<file path="config.mk">
export PLATFORM = sky130hd
export DESIGN_NAME = push_button_conditioner
export DESIGN_NICKNAME = d
export VERILOG_FILES = /design/src/rtl/push_button_conditioner.sv
export SDC_FILE = /design/constraint.sdc
export NUM_CORES = 1
export LEC_CHECK = 0
export CORE_AREA = 2 2 184 168
export DETAILED_ROUTE_END_ITERATION = 16
export DIE_AREA = 0 0 186 170
export GPL_ROUTABILITY_DRIVEN = 1
export PLACE_DENSITY = 0.57
export SYNTH_ARGS = -nofsm -noshare
export SYNTH_HDL_FRONTEND = slang
export SYNTH_SLANG_ARGS = --single-unit
</file>
<file path="constraint.sdc">
create_clock -name CLK -period 4.28 [get_ports CLK]
set_input_delay 1.07 -clock CLK [delete_from_list [all_inputs] [get_ports CLK]]
set_output_delay 1.07 -clock CLK [all_outputs]
set_load 0.005 [all_outputs]
</file>
<file path="src/rtl/push_button_conditioner.sv">
// Push-button front end: per-channel two-flop synchroniser, debouncer, edge pulses
// and a hold FSM that produces long-press and auto-repeat events.
module push_button_conditioner #(
    parameter int N_BTN        = 4,
    parameter int DEBOUNCE_CYC = 500000,
    parameter int HOLD_CYC     = 25000000,
    parameter int REPEAT_CYC   = 5000000
) (
    input  logic             CLK,
    input  logic             RST_N,
    input  logic [N_BTN-1:0] PUSH,
    output logic [N_BTN-1:0] BTN_LEVEL,
    output logic [N_BTN-1:0] BTN_PRESS,
    output logic [N_BTN-1:0] BTN_RELEASE,
    output logic [N_BTN-1:0] BTN_LONG,
    output logic [N_BTN-1:0] BTN_REPEAT
);

    localparam int HOLD_MAX = (HOLD_CYC > REPEAT_CYC) ? HOLD_CYC : REPEAT_CYC;
    localparam int DB_W     = $clog2(DEBOUNCE_CYC);
    localparam int HOLD_W   = $clog2(HOLD_MAX);

    localparam logic [DB_W-1:0]   DB_LAST     = DB_W'(DEBOUNCE_CYC - 1);
    localparam logic [HOLD_W-1:0] HOLD_LAST   = HOLD_W'(HOLD_CYC - 1);
    localparam logic [HOLD_W-1:0] REPEAT_LAST = HOLD_W'(REPEAT_CYC - 1);

    localparam logic [1:0] IDLE   = 2'd0;
    localparam logic [1:0] HOLD   = 2'd1;
    localparam logic [1:0] REPEAT = 2'd2;

    for (genvar i = 0; i < N_BTN; i++) begin : g_chan
        logic              sync_1;
        logic              sync_2;
        logic [DB_W-1:0]   db_cnt;
        logic              stable;
        logic              press_q;
        logic              release_q;
        logic [1:0]        state;
        logic [HOLD_W-1:0] hold_cnt;
        logic              long_q;
        logic              repeat_q;

        logic synced;
        logic differ;
        logic flip;
        logic press_edge;
        logic release_edge;

        assign synced       = ~sync_2;
        assign differ       = synced ^ stable;
        assign flip         = differ && (db_cnt == DB_LAST);
        assign press_edge   = flip && !stable;
        assign release_edge = flip && stable;

        // NOTE: synchroniser resets to 1 (released) so a held pin after reset is seen as a fresh press.
        always_ff @(posedge CLK or negedge RST_N) begin
            if (!RST_N) begin
                sync_1 <= 1'b1;
                sync_2 <= 1'b1;
            end else begin
                // NOTE: non-blocking assignments model the flop chain; blocking would collapse it to one stage.
                sync_1 <= PUSH[i];
                sync_2 <= sync_1;
            end
        end

        always_ff @(posedge CLK or negedge RST_N) begin
            if (!RST_N) begin
                db_cnt    <= '0;
                stable    <= 1'b0;
                press_q   <= 1'b0;
                release_q <= 1'b0;
            end else begin
                if (!differ || flip) begin
                    db_cnt <= '0;
                end else begin
                    db_cnt <= db_cnt + 1'b1;
                end
                if (flip) begin
                    stable <= ~stable;
                end
                press_q   <= press_edge;
                release_q <= release_edge;
            end
        end

        // Release is evaluated first so it suppresses a coincident long/repeat pulse.
        always_ff @(posedge CLK or negedge RST_N) begin
            if (!RST_N) begin
                state    <= IDLE;
                hold_cnt <= '0;
                long_q   <= 1'b0;
                repeat_q <= 1'b0;
            end else begin
                long_q   <= 1'b0;
                repeat_q <= 1'b0;
                if (release_edge) begin
                    state    <= IDLE;
                    hold_cnt <= '0;
                end else if (press_edge) begin
                    state    <= HOLD;
                    hold_cnt <= '0;
                end else begin
                    case (state)
                        HOLD: begin
                            if (hold_cnt == HOLD_LAST) begin
                                long_q   <= 1'b1;
                                repeat_q <= 1'b1;
                                state    <= REPEAT;
                                hold_cnt <= '0;
                            end else begin
                                hold_cnt <= hold_cnt + 1'b1;
                            end
                        end
                        REPEAT: begin
                            if (hold_cnt == REPEAT_LAST) begin
                                repeat_q <= 1'b1;
                                hold_cnt <= '0;
                            end else begin
                                hold_cnt <= hold_cnt + 1'b1;
                            end
                        end
                        default: begin
                            state    <= IDLE;
                            hold_cnt <= '0;
                        end
                    endcase
                end
            end
        end

        assign BTN_LEVEL[i]   = stable;
        assign BTN_PRESS[i]   = press_q;
        assign BTN_RELEASE[i] = release_q;
        assign BTN_LONG[i]    = long_q;
        assign BTN_REPEAT[i]  = repeat_q;
    end

endmodule
</file>
==> flow_summary.html, run 1 <==
<table>
<tr><th>Metric</th><th>Value</th></tr>
<tr><th colspan="2">Detailed routing</th></tr>
<tr><td>First-pass iteration count of the detailed router</td><td>4</td></tr>
<tr><td>Total routed wirelength</td><td>18.3 mm</td></tr>
<tr><td>Violation count after the first detailed-route iteration</td><td>394</td></tr>
<tr><td>Routed vias/inst</td><td>4.76</td></tr>
<tr><td>Antenna-violating nets left</td><td>0</td></tr>
<tr><td>Routed len/inst</td><td>12.5 um</td></tr>
<tr><td>Via Count</td><td>6988</td></tr>
<tr><td>DRC</td><td>0</td></tr>
<tr><th colspan="2">Final layout</th></tr>
<tr><td>Most flop-heavy register</td><td>g_chan.hold_cnt</td></tr>
<tr><td>Max FFs per register</td><td>100</td></tr>
<tr><td>Antenna diode instance count</td><td>0</td></tr>
<tr><td>P&amp;R area growth vs syn</td><td>13.2%</td></tr>
<tr><td>Final standard cell count with taps included and fillers excluded</td><td>1467</td></tr>
<tr><td>Number of nets in the finished design</td><td>1069</td></tr>
<tr><td>Filler cell count</td><td>2898</td></tr>
<tr><td>Biggest registers after layout</td><td>g_chan.hold_cnt: 100 flops, g_chan.db_cnt: 76 flops, g_chan.state: 8 flops</td></tr>
<tr><td>Fraction of final layout cells sized beyond drive strength 1</td><td>5.83%</td></tr>
<tr><th colspan="2">Critical path</th></tr>
<tr><td>Highest cell delay on the worst timing path</td><td>720 ps</td></tr>
<tr><td>Critical Setup Path Class</td><td>flop to flop</td></tr>
<tr><td>Maximum fanout count along the critical path</td><td>25</td></tr>
<tr><td>Critical path's top delay family</td><td>compound AO/OA/AOI/OAI gates</td></tr>
<tr><td>CP Data Arrival Time</td><td>2950 ps</td></tr>
<tr><td>Cell chain of the critical path</td><td>nor4bb_1 -&gt; nand4b_1 -&gt; o41ai_1 -&gt; a211o_1 -&gt; nor2_1</td></tr>
<tr><td>CP max stage cell</td><td>a211o_1</td></tr>
<tr><td>Setup slack, reg-to-reg</td><td>1690 ps</td></tr>
<tr><td>Kind of end point of the critical path</td><td>flop</td></tr>
<tr><td>Critical Path Start Type</td><td>flop</td></tr>
<tr><td>Crit path required time</td><td>4640 ps</td></tr>
<tr><td>Crit path buffers/inverters</td><td>0</td></tr>
<tr><th colspan="2">Synthesis</th></tr>
<tr><td>Mean cell area of the mapped netlist</td><td>9.92 um^2</td></tr>
<tr><td>Synth async-reset ratio</td><td>100%</td></tr>
<tr><td>Cells taking the most area after synthesis</td><td>dfrtp_1 50%, xor2_1 8.8%, nor2_1 7.8%</td></tr>
<tr><td>Sequential-to-total area share from yosys stat</td><td>51.6%</td></tr>
<tr><td>Synthesis warning total</td><td>0</td></tr>
<tr><td>Post-Syn Nets</td><td>1061</td></tr>
<tr><td>Number of enable-type register cells in the synthesized netlist</td><td>0</td></tr>
<tr><td>Mapped cell area</td><td>10300 um^2</td></tr>
<tr><td>Post-synth top area share</td><td>49.5%</td></tr>
<tr><td>Post-synthesis sequential element count</td><td>212</td></tr>
<tr><td>Post-synth top area cell</td><td>dfrtp_1</td></tr>
<tr><td>Count of mapped cells out of synthesis</td><td>1039</td></tr>
<tr><td>Commonest register cell after synthesis</td><td>dfrtp_1</td></tr>
<tr><td>Number of different library cells in the post-synthesis netlist</td><td>50</td></tr>
<tr><th colspan="2">Clocking</th></tr>
<tr><td>Number of sinks handled by clock tree synthesis</td><td>212</td></tr>
<tr><td>Root buffer cell</td><td>clkbuf_16</td></tr>
<tr><td>Skew-Pair Late Insertion Delay</td><td>510 ps</td></tr>
<tr><td>Clock-pin slew on the worst setup and hold paths</td><td>60 ps</td></tr>
<tr><td>Number of buffers added by the clock tree synthesis step</td><td>24</td></tr>
<tr><td>Count of hold buffers inserted by post-cts repair</td><td>0</td></tr>
<tr><td>CTS H-tree lvls</td><td>1</td></tr>
<tr><td>Total setup buffers inserted after CTS</td><td>0</td></tr>
<tr><td>Maximum buffer depth of the clock tree</td><td>3</td></tr>
<tr><td>TritonCTS clock tree</td><td>yes</td></tr>
<tr><td>Number of resized instances in the post-cts repair step</td><td>0</td></tr>
<tr><th colspan="2">Place</th></tr>
<tr><td>Number of placed instances with taps included</td><td>1424</td></tr>
<tr><td>Post-placement worst setup slack</td><td>1710 ps</td></tr>
<tr><td>Final RePlAce weighted congestion</td><td>0.749</td></tr>
<tr><td>Input/output buffers</td><td>25</td></tr>
<tr><td>Final HPWL from detailed placement</td><td>11.9 mm</td></tr>
<tr><th colspan="2">Global routing</th></tr>
<tr><td>Via count of the first global-routing pass</td><td>6977</td></tr>
<tr><td>First-pass GRT wire length</td><td>33.0 mm</td></tr>
<tr><td>Initial antenna violation count</td><td>0</td></tr>
<tr><td>Total congestion overflow after global routing</td><td>0</td></tr>
<tr><td>Pin count of the biggest net entering global routing</td><td>80</td></tr>
<tr><td>Aggregate global-route resource usage</td><td>12.3%</td></tr>
<tr><th colspan="2">Timing</th></tr>
<tr><td>Actual transition at the worst max-transition pin</td><td>1070 ps</td></tr>
<tr><td>Tcrit/Tclk final</td><td>60.5%</td></tr>
<tr><td>Post-route setup slack</td><td>1690 ps</td></tr>
<tr><td>Setup repair after global routing missed its margin</td><td>no</td></tr>
<tr><td>Worst clock skew</td><td>10.3 ps</td></tr>
<tr><td>Total count of max-transition violations in the final report</td><td>0</td></tr>
<tr><td>Final setup fails</td><td>0</td></tr>
<tr><td>Fmax</td><td>386 MHz</td></tr>
<tr><td>Relative max-transition margin</td><td>28.2%</td></tr>
<tr><td>Setup TNS</td><td>0 ps</td></tr>
<tr><td>Hold Violations, Final</td><td>0</td></tr>
<tr><td>Post-layout minimum cycle time</td><td>2590 ps</td></tr>
<tr><th colspan="2">Power and ir drop</th></tr>
<tr><td>Total power density per cell area</td><td>363 nW/um^2</td></tr>
<tr><td>Worst voltage drop across the vdd grid</td><td>0.220 mV</td></tr>
<tr><td>Standby leakage power</td><td>4.71 nW</td></tr>
<tr><th colspan="2">Die</th></tr>
<tr><td>Vertical extent of the die</td><td>170 um</td></tr>
<tr><td>Starting utilization of the core area</td><td>34.8%</td></tr>
<tr><td>Io pins</td><td>26</td></tr>
<tr><td>Standard cell core area</td><td>29700 um^2</td></tr>
<tr><td>Die area</td><td>31600 um^2</td></tr>
<tr><td>Cell row count</td><td>60</td></tr>
<tr><td>Horizontal die dimension</td><td>186 um</td></tr>
<tr><th colspan="2">Status</th></tr>
<tr><td>Run status</td><td>complete, no violations</td></tr>
<tr><th colspan="2">Worst hold path</th></tr>
<tr><td>Hold Path Class</td><td>flop to flop</td></tr>
<tr><th colspan="2">Job</th></tr>
<tr><td>Reported max-cap violation count</td><td>0</td></tr>
</table>
[synthesized netlist by cell type, types with 2 or more instances]
cell and number:
o21ai_0 2, nor4bb_1 6, nor4b_1 5, or4_1 8, nor3b_1 4, xnor2_1 65
nor4_1 18, buf_6 4, nand3b_1 2, xor2_1 103, and4_1 23, buf_2 4
inv_1 33, nand4_1 46, nand2b_1 4, nor3_1 22, clkbuf_1 18, nand4b_1 6
ha_1 16, o31ai_1 3, o31a_1 2, and3_1 28, a211oi_1 4, nand2_1 68
dfstp_2 8, nand3_1 63, a21oi_1 5, a31o_2 2, and2_1 8, or2_2 3
dfrtp_1 204, nor2_1 215, buf_4 20
[per-layer routing]
layer / GRT usage, % / share of wire (%) / wire, um / vias up
li1: - / - / - / 3533
met4: 2.94 / 1.9 / 356 / 0
met5: 0 / 0 / 0 / -
met2: 19.1 / 42 / 7780 / 76
met3: 2.05 / 3.3 / 604 / 25
met1: 17.9 / 52 / 9600 / 3354
[through the flow]
stage / total power [W] / hold slack (ps) / instance area, um^2 / utilization, %
finish: 0.00423 / 355 / 11700 / 39.3
global route: 0.00441 / 363 / 11700 / 39.3
CTS: 0.00432 / 356 / 11700 / 39.3
detailed placement: 0.00215 / 347 / 10800 / 36.5
global placement: 0.00215 / 346 / 10800 / 36.5
floorplan: 0.00209 / 345 / 10300 / -
[worst register-to-register path, stage by stage, from the launching register on]
cell      delay, ps
dfrtp_1         420
nor4bb_1        430
nand4b_1        230
o41ai_1         520
a211o_1         720
nor2_1          120
[layout by cell type (no fill, tap or decap), types with 2 or more instances in the layout]
cell type,n
xor2_1,103
clkdlybuf4s50_1,24
clkbuf_1,3
clkbuf_8,7
nand2_1,68
nand3b_1,2
clkinv_2,3
xnor2_1,65
nor3b_1,4
nor4b_1,5
and2_1,8
nor3_1,22
buf_12,2
clkbuf_16,25
or2_2,3
nor4_1,18
nand4b_1,6
bufinv_16,2
o31a_1,2
inv_1,33
and4_1,23
clkinvlp_4,2
nor4bb_1,6
a211oi_1,4
or4_1,8
a21oi_1,5
o31ai_1,3
and3_1,28
nand3_1,63
nor2_1,215
dfstp_2,8
dfrtp_1,204
ha_1,16
o21ai_0,2
a31o_2,2
nand2b_1,4
nand4_1,46
[worst paths after layout]
check / start / endpoint / cells after the start
max in group asynchronous: RST_N / g_chan[3].sync_1 / 2
worst min register to register: g_chan[0].sync_1 / g_chan[0].sync_2 / 0
worst min-delay path: g_chan[0].sync_1 / g_chan[0].sync_2 / 0
worst max register to register: g_chan[0].hold_cnt[14] / g_chan[0].hold_cnt[8] / 5
worst max-delay path: g_chan[0].hold_cnt[14] / g_chan[0].hold_cnt[8] / 5
min in group asynchronous: RST_N / g_chan[2].hold_cnt[12] / 1
[final cells by class]
type,instances,area [um^2],share of cell area (%)
flip-flops and latches,212,5320,45.6
multi-input cells,748,4590,39.3
clock buffers,35,733,6.28
well taps,403,504,4.32
repair buffers,28,303,2.60
inverters,33,124,1.06
clock inverters,8,98.8,0.847
[where the power goes]
| part | switching (W) | total, W | internal (W) |
|---|---|---|---|
| Clock | 0.000814 | 0.00212 | 0.00130 |
| Combinational | 0.0000596 | 0.0000790 | 0.0000194 |
| Sequential | 0.0000126 | 0.00203 | 0.00202 |
[kinds of logic after synthesis]
kind of cell | after synthesis | synth area share [%]
simple gates | 534 | 25.9
flops | 212 | 51.6
xor+xnor | 168 | 14.3
buf+inv | 79 | 3.94
compound gates | 29 | 2.32
fa+ha+maj | 16 | 1.94
mux | 1 | 0.0971
Note: power is estimated with default switching activity, not from simulation.
==> run 2: changes to the inputs <==
PLACE_DENSITY = 0.59   (was 0.57)
clock period = 2.3 ns   (was 4.28 ns; I/O delays follow)
==> run 2 against run 1 <==
  * Combinational power grew 110%
  * Global-route usage grew 0.48 points
  * Clock skew grew 1.4 ps
  * Non-clock buffer count grew 32
  * Sequential share of layout area shrank 1.4 points
  * Cell count grew 2.3%
  * First-iteration DRC count grew 16%
  * Utilization grew 1.3 points
  * Clock-buffer cell count shrank 1
  * Cell area grew 3.3%
  * Wire length grew 5.2%
==> flow_summary.html, run 2 (synthesized netlist as in run 1, its figures left out) <==
<table>
<tr><th>Metric</th><th>Value</th></tr>
<tr><th colspan="2">Clocking</th></tr>
<tr><td>Number of buffers added by the clock tree synthesis step</td><td>25</td></tr>
<tr><td>Maximum buffer depth of the clock tree</td><td>3</td></tr>
<tr><td>Number of sinks handled by clock tree synthesis</td><td>212</td></tr>
<tr><td>TritonCTS clock tree</td><td>yes</td></tr>
<tr><td>Root buffer cell</td><td>clkbuf_16</td></tr>
<tr><td>Skew-Pair Late Insertion Delay</td><td>520 ps</td></tr>
<tr><td>CTS H-tree lvls</td><td>1</td></tr>
<tr><td>Clock-pin slew on the worst setup and hold paths</td><td>60 ps</td></tr>
<tr><th colspan="2">Final layout</th></tr>
<tr><td>Commonest non-fill, non-tap cell in the layout</td><td>nor2_1</td></tr>
<tr><td>Number of nets in the finished design</td><td>1102</td></tr>
<tr><td>Antenna diode instance count</td><td>0</td></tr>
<tr><td>P&amp;R area growth vs syn</td><td>16.9%</td></tr>
<tr><td>Fraction of final layout cells sized beyond drive strength 1</td><td>8.93%</td></tr>
<tr><td>Max FFs per register</td><td>100</td></tr>
<tr><td>Biggest registers after layout</td><td>g_chan.hold_cnt: 100 flops, g_chan.db_cnt: 76 flops, g_chan.state: 8 flops</td></tr>
<tr><td>Most frequent cells in the layout</td><td>214 x nor2_1, 204 x dfrtp_1, 103 x xor2_1</td></tr>
<tr><td>Filler cell count</td><td>2872</td></tr>
<tr><td>Final core utilization</td><td>40.6%</td></tr>
<tr><td>Most flop-heavy register</td><td>g_chan.hold_cnt</td></tr>
<tr><th colspan="2">Global routing</th></tr>
<tr><td>Pin count of the biggest net entering global routing</td><td>56</td></tr>
<tr><td>Total congestion overflow after global routing</td><td>0</td></tr>
<tr><td>Initial antenna violation count</td><td>0</td></tr>
<tr><td>Aggregate global-route resource usage</td><td>12.8%</td></tr>
<tr><td>First-pass GRT wire length</td><td>34.2 mm</td></tr>
<tr><td>Via count of the first global-routing pass</td><td>7178</td></tr>
<tr><th colspan="2">Timing</th></tr>
<tr><td>Fmax</td><td>441 MHz</td></tr>
<tr><td>Final setup fails</td><td>0</td></tr>
<tr><td>Tcrit/Tclk final</td><td>98.6%</td></tr>
<tr><td>Worst clock skew</td><td>11.7 ps</td></tr>
<tr><td>Post-layout minimum cycle time</td><td>2270 ps</td></tr>
<tr><td>Setup repair after global routing missed its margin</td><td>yes</td></tr>
<tr><td>Actual transition at the worst max-transition pin</td><td>458 ps</td></tr>
<tr><td>Hold Violations, Final</td><td>0</td></tr>
<tr><td>Total count of max-transition violations in the final report</td><td>0</td></tr>
<tr><td>Relative max-transition margin</td><td>69.5%</td></tr>
<tr><th colspan="2">Critical path</th></tr>
<tr><td>Kind of end point of the critical path</td><td>flop</td></tr>
<tr><td>CP max stage cell</td><td>or4_1</td></tr>
<tr><td>Critical Setup Path Class</td><td>flop to flop</td></tr>
<tr><td>Maximum fanout count along the critical path</td><td>25</td></tr>
<tr><td>Critical path's top delay family</td><td>simple AND/OR/NAND/NOR gates</td></tr>
<tr><td>Crit path required time</td><td>2710 ps</td></tr>
<tr><td>Crit path buffers/inverters</td><td>1</td></tr>
<tr><td>Cell chain of the critical path</td><td>or4_1 -&gt; or4_4 -&gt; o31a_1 -&gt; o221ai_4 -&gt; buf_12 -&gt; nor2_1</td></tr>
<tr><td>Highest cell delay on the worst timing path</td><td>520 ps</td></tr>
<tr><td>CP Data Arrival Time</td><td>2680 ps</td></tr>
<tr><td>Critical Path Start Type</td><td>flop</td></tr>
<tr><th colspan="2">Place</th></tr>
<tr><td>Final RePlAce weighted congestion</td><td>0.789</td></tr>
<tr><td>Final HPWL from detailed placement</td><td>12.7 mm</td></tr>
<tr><td>Input/output buffers</td><td>25</td></tr>
<tr><th colspan="2">Power and ir drop</th></tr>
<tr><td>Total power of the final layout</td><td>0.00813 W</td></tr>
<tr><td>Worst voltage drop across the vdd grid</td><td>0.435 mV</td></tr>
<tr><td>Total power density per cell area</td><td>675 nW/um^2</td></tr>
<tr><td>Standby leakage power</td><td>4.93 nW</td></tr>
<tr><th colspan="2">Die</th></tr>
<tr><td>Horizontal die dimension</td><td>186 um</td></tr>
<tr><td>Standard cell core area</td><td>29700 um^2</td></tr>
<tr><td>Starting utilization of the core area</td><td>34.8%</td></tr>
<tr><td>Io pins</td><td>26</td></tr>
<tr><td>Cell row count</td><td>60</td></tr>
<tr><td>Vertical extent of the die</td><td>170 um</td></tr>
<tr><td>Die area</td><td>31600 um^2</td></tr>
<tr><th colspan="2">Detailed routing</th></tr>
<tr><td>First-pass iteration count of the detailed router</td><td>4</td></tr>
<tr><td>Violation count after the first detailed-route iteration</td><td>456</td></tr>
<tr><td>Via Count</td><td>7080</td></tr>
<tr><td>Routed len/inst</td><td>12.9 um</td></tr>
<tr><td>Antenna-violating nets left</td><td>0</td></tr>
<tr><td>DRC</td><td>0</td></tr>
<tr><td>Routed vias/inst</td><td>4.72</td></tr>
<tr><td>Total routed wirelength</td><td>19.3 mm</td></tr>
<tr><th colspan="2">Worst hold path</th></tr>
<tr><td>Hold Path Class</td><td>flop to flop</td></tr>
<tr><th colspan="2">Job</th></tr>
<tr><td>Reported max-cap violation count</td><td>0</td></tr>
<tr><th colspan="2">Status</th></tr>
<tr><td>Run status</td><td>complete, no violations</td></tr>
</table>
run 2: power by group:
part	internal (W)	switching, W
clock	0.00260	0.00158
sequential	0.00376	0.0000240
combinational	0.0000498	0.000116
total	0.00641	0.00172
run 2: what timing repair did:
action	4_1_cts	5_1_grt
setup buffers	0	1
endpoints found under the hold margin	42	0
hold buffers	1	0
endpoints found under the setup margin	0	60
resized for setup	0	6
run 2: layout make-up:
| class | count | area (um^2) | area share, % |
|---|---|---|---|
| Clock buffer | 34 | 709 | 5.89 |
| Clock inverter | 11 | 164 | 1.36 |
| Inverter | 33 | 124 | 1.03 |
| Multi-Input combinational cell | 748 | 4610 | 38.2 |
| Sequential cell | 212 | 5320 | 44.1 |
| Tap cell | 403 | 504 | 4.18 |
| Timing Repair Buffer | 60 | 626 | 5.19 |
run 2: metal layers:
layer | routed length [um] | track usage [%] | share of wire (%) | up-vias
li1 | - | - | - | 3605
met5 | 0 | 0 | 0 | -
met4 | 376 | 3.12 | 1.9 | 0
met1 | 9820 | 18.3 | 51 | 3391
met3 | 566 | 2.16 | 2.9 | 26
met2 | 8540 | 20.1 | 44 | 58
run 2: through the flow:
step,std cells,cell area (um^2),hold WS [ps],TNS [ps],setup slack [ps]
global placement,1453,11100,346,0,66.1
finish,1501,12000,354,0,32.9
detailed placement,1453,11100,347,0,14.0
CTS,1499,12000,355,0,9.06
floorplan,1039,10300,279,0,80.6
global route,1501,12000,362,-1280,-68.7
run 2: path summary, 6_finish.rpt:
kind	slack, ps	end	cells after the start	from
worst min-delay path	350	g_chan[3].sync_2	0	g_chan[3].sync_1
min in group asynchronous	590	g_chan[0].db_cnt[7]	2	RST_N
worst min register to register	350	g_chan[3].sync_2	0	g_chan[3].sync_1
max in group asynchronous	1040	g_chan[1].sync_2	3	RST_N
worst max register to register	30	g_chan[3].hold_cnt[14]	6	g_chan[3].hold_cnt[16]
worst max-delay path	30	g_chan[3].hold_cnt[14]	6	g_chan[3].hold_cnt[16]
run 2: worst reg2reg max path: cells and delay by family (launching register included):
kind	cells	cell delay (ps)
compound gates	2	500
simple gates	3	1090
flops	1	380
buf+inv	1	200
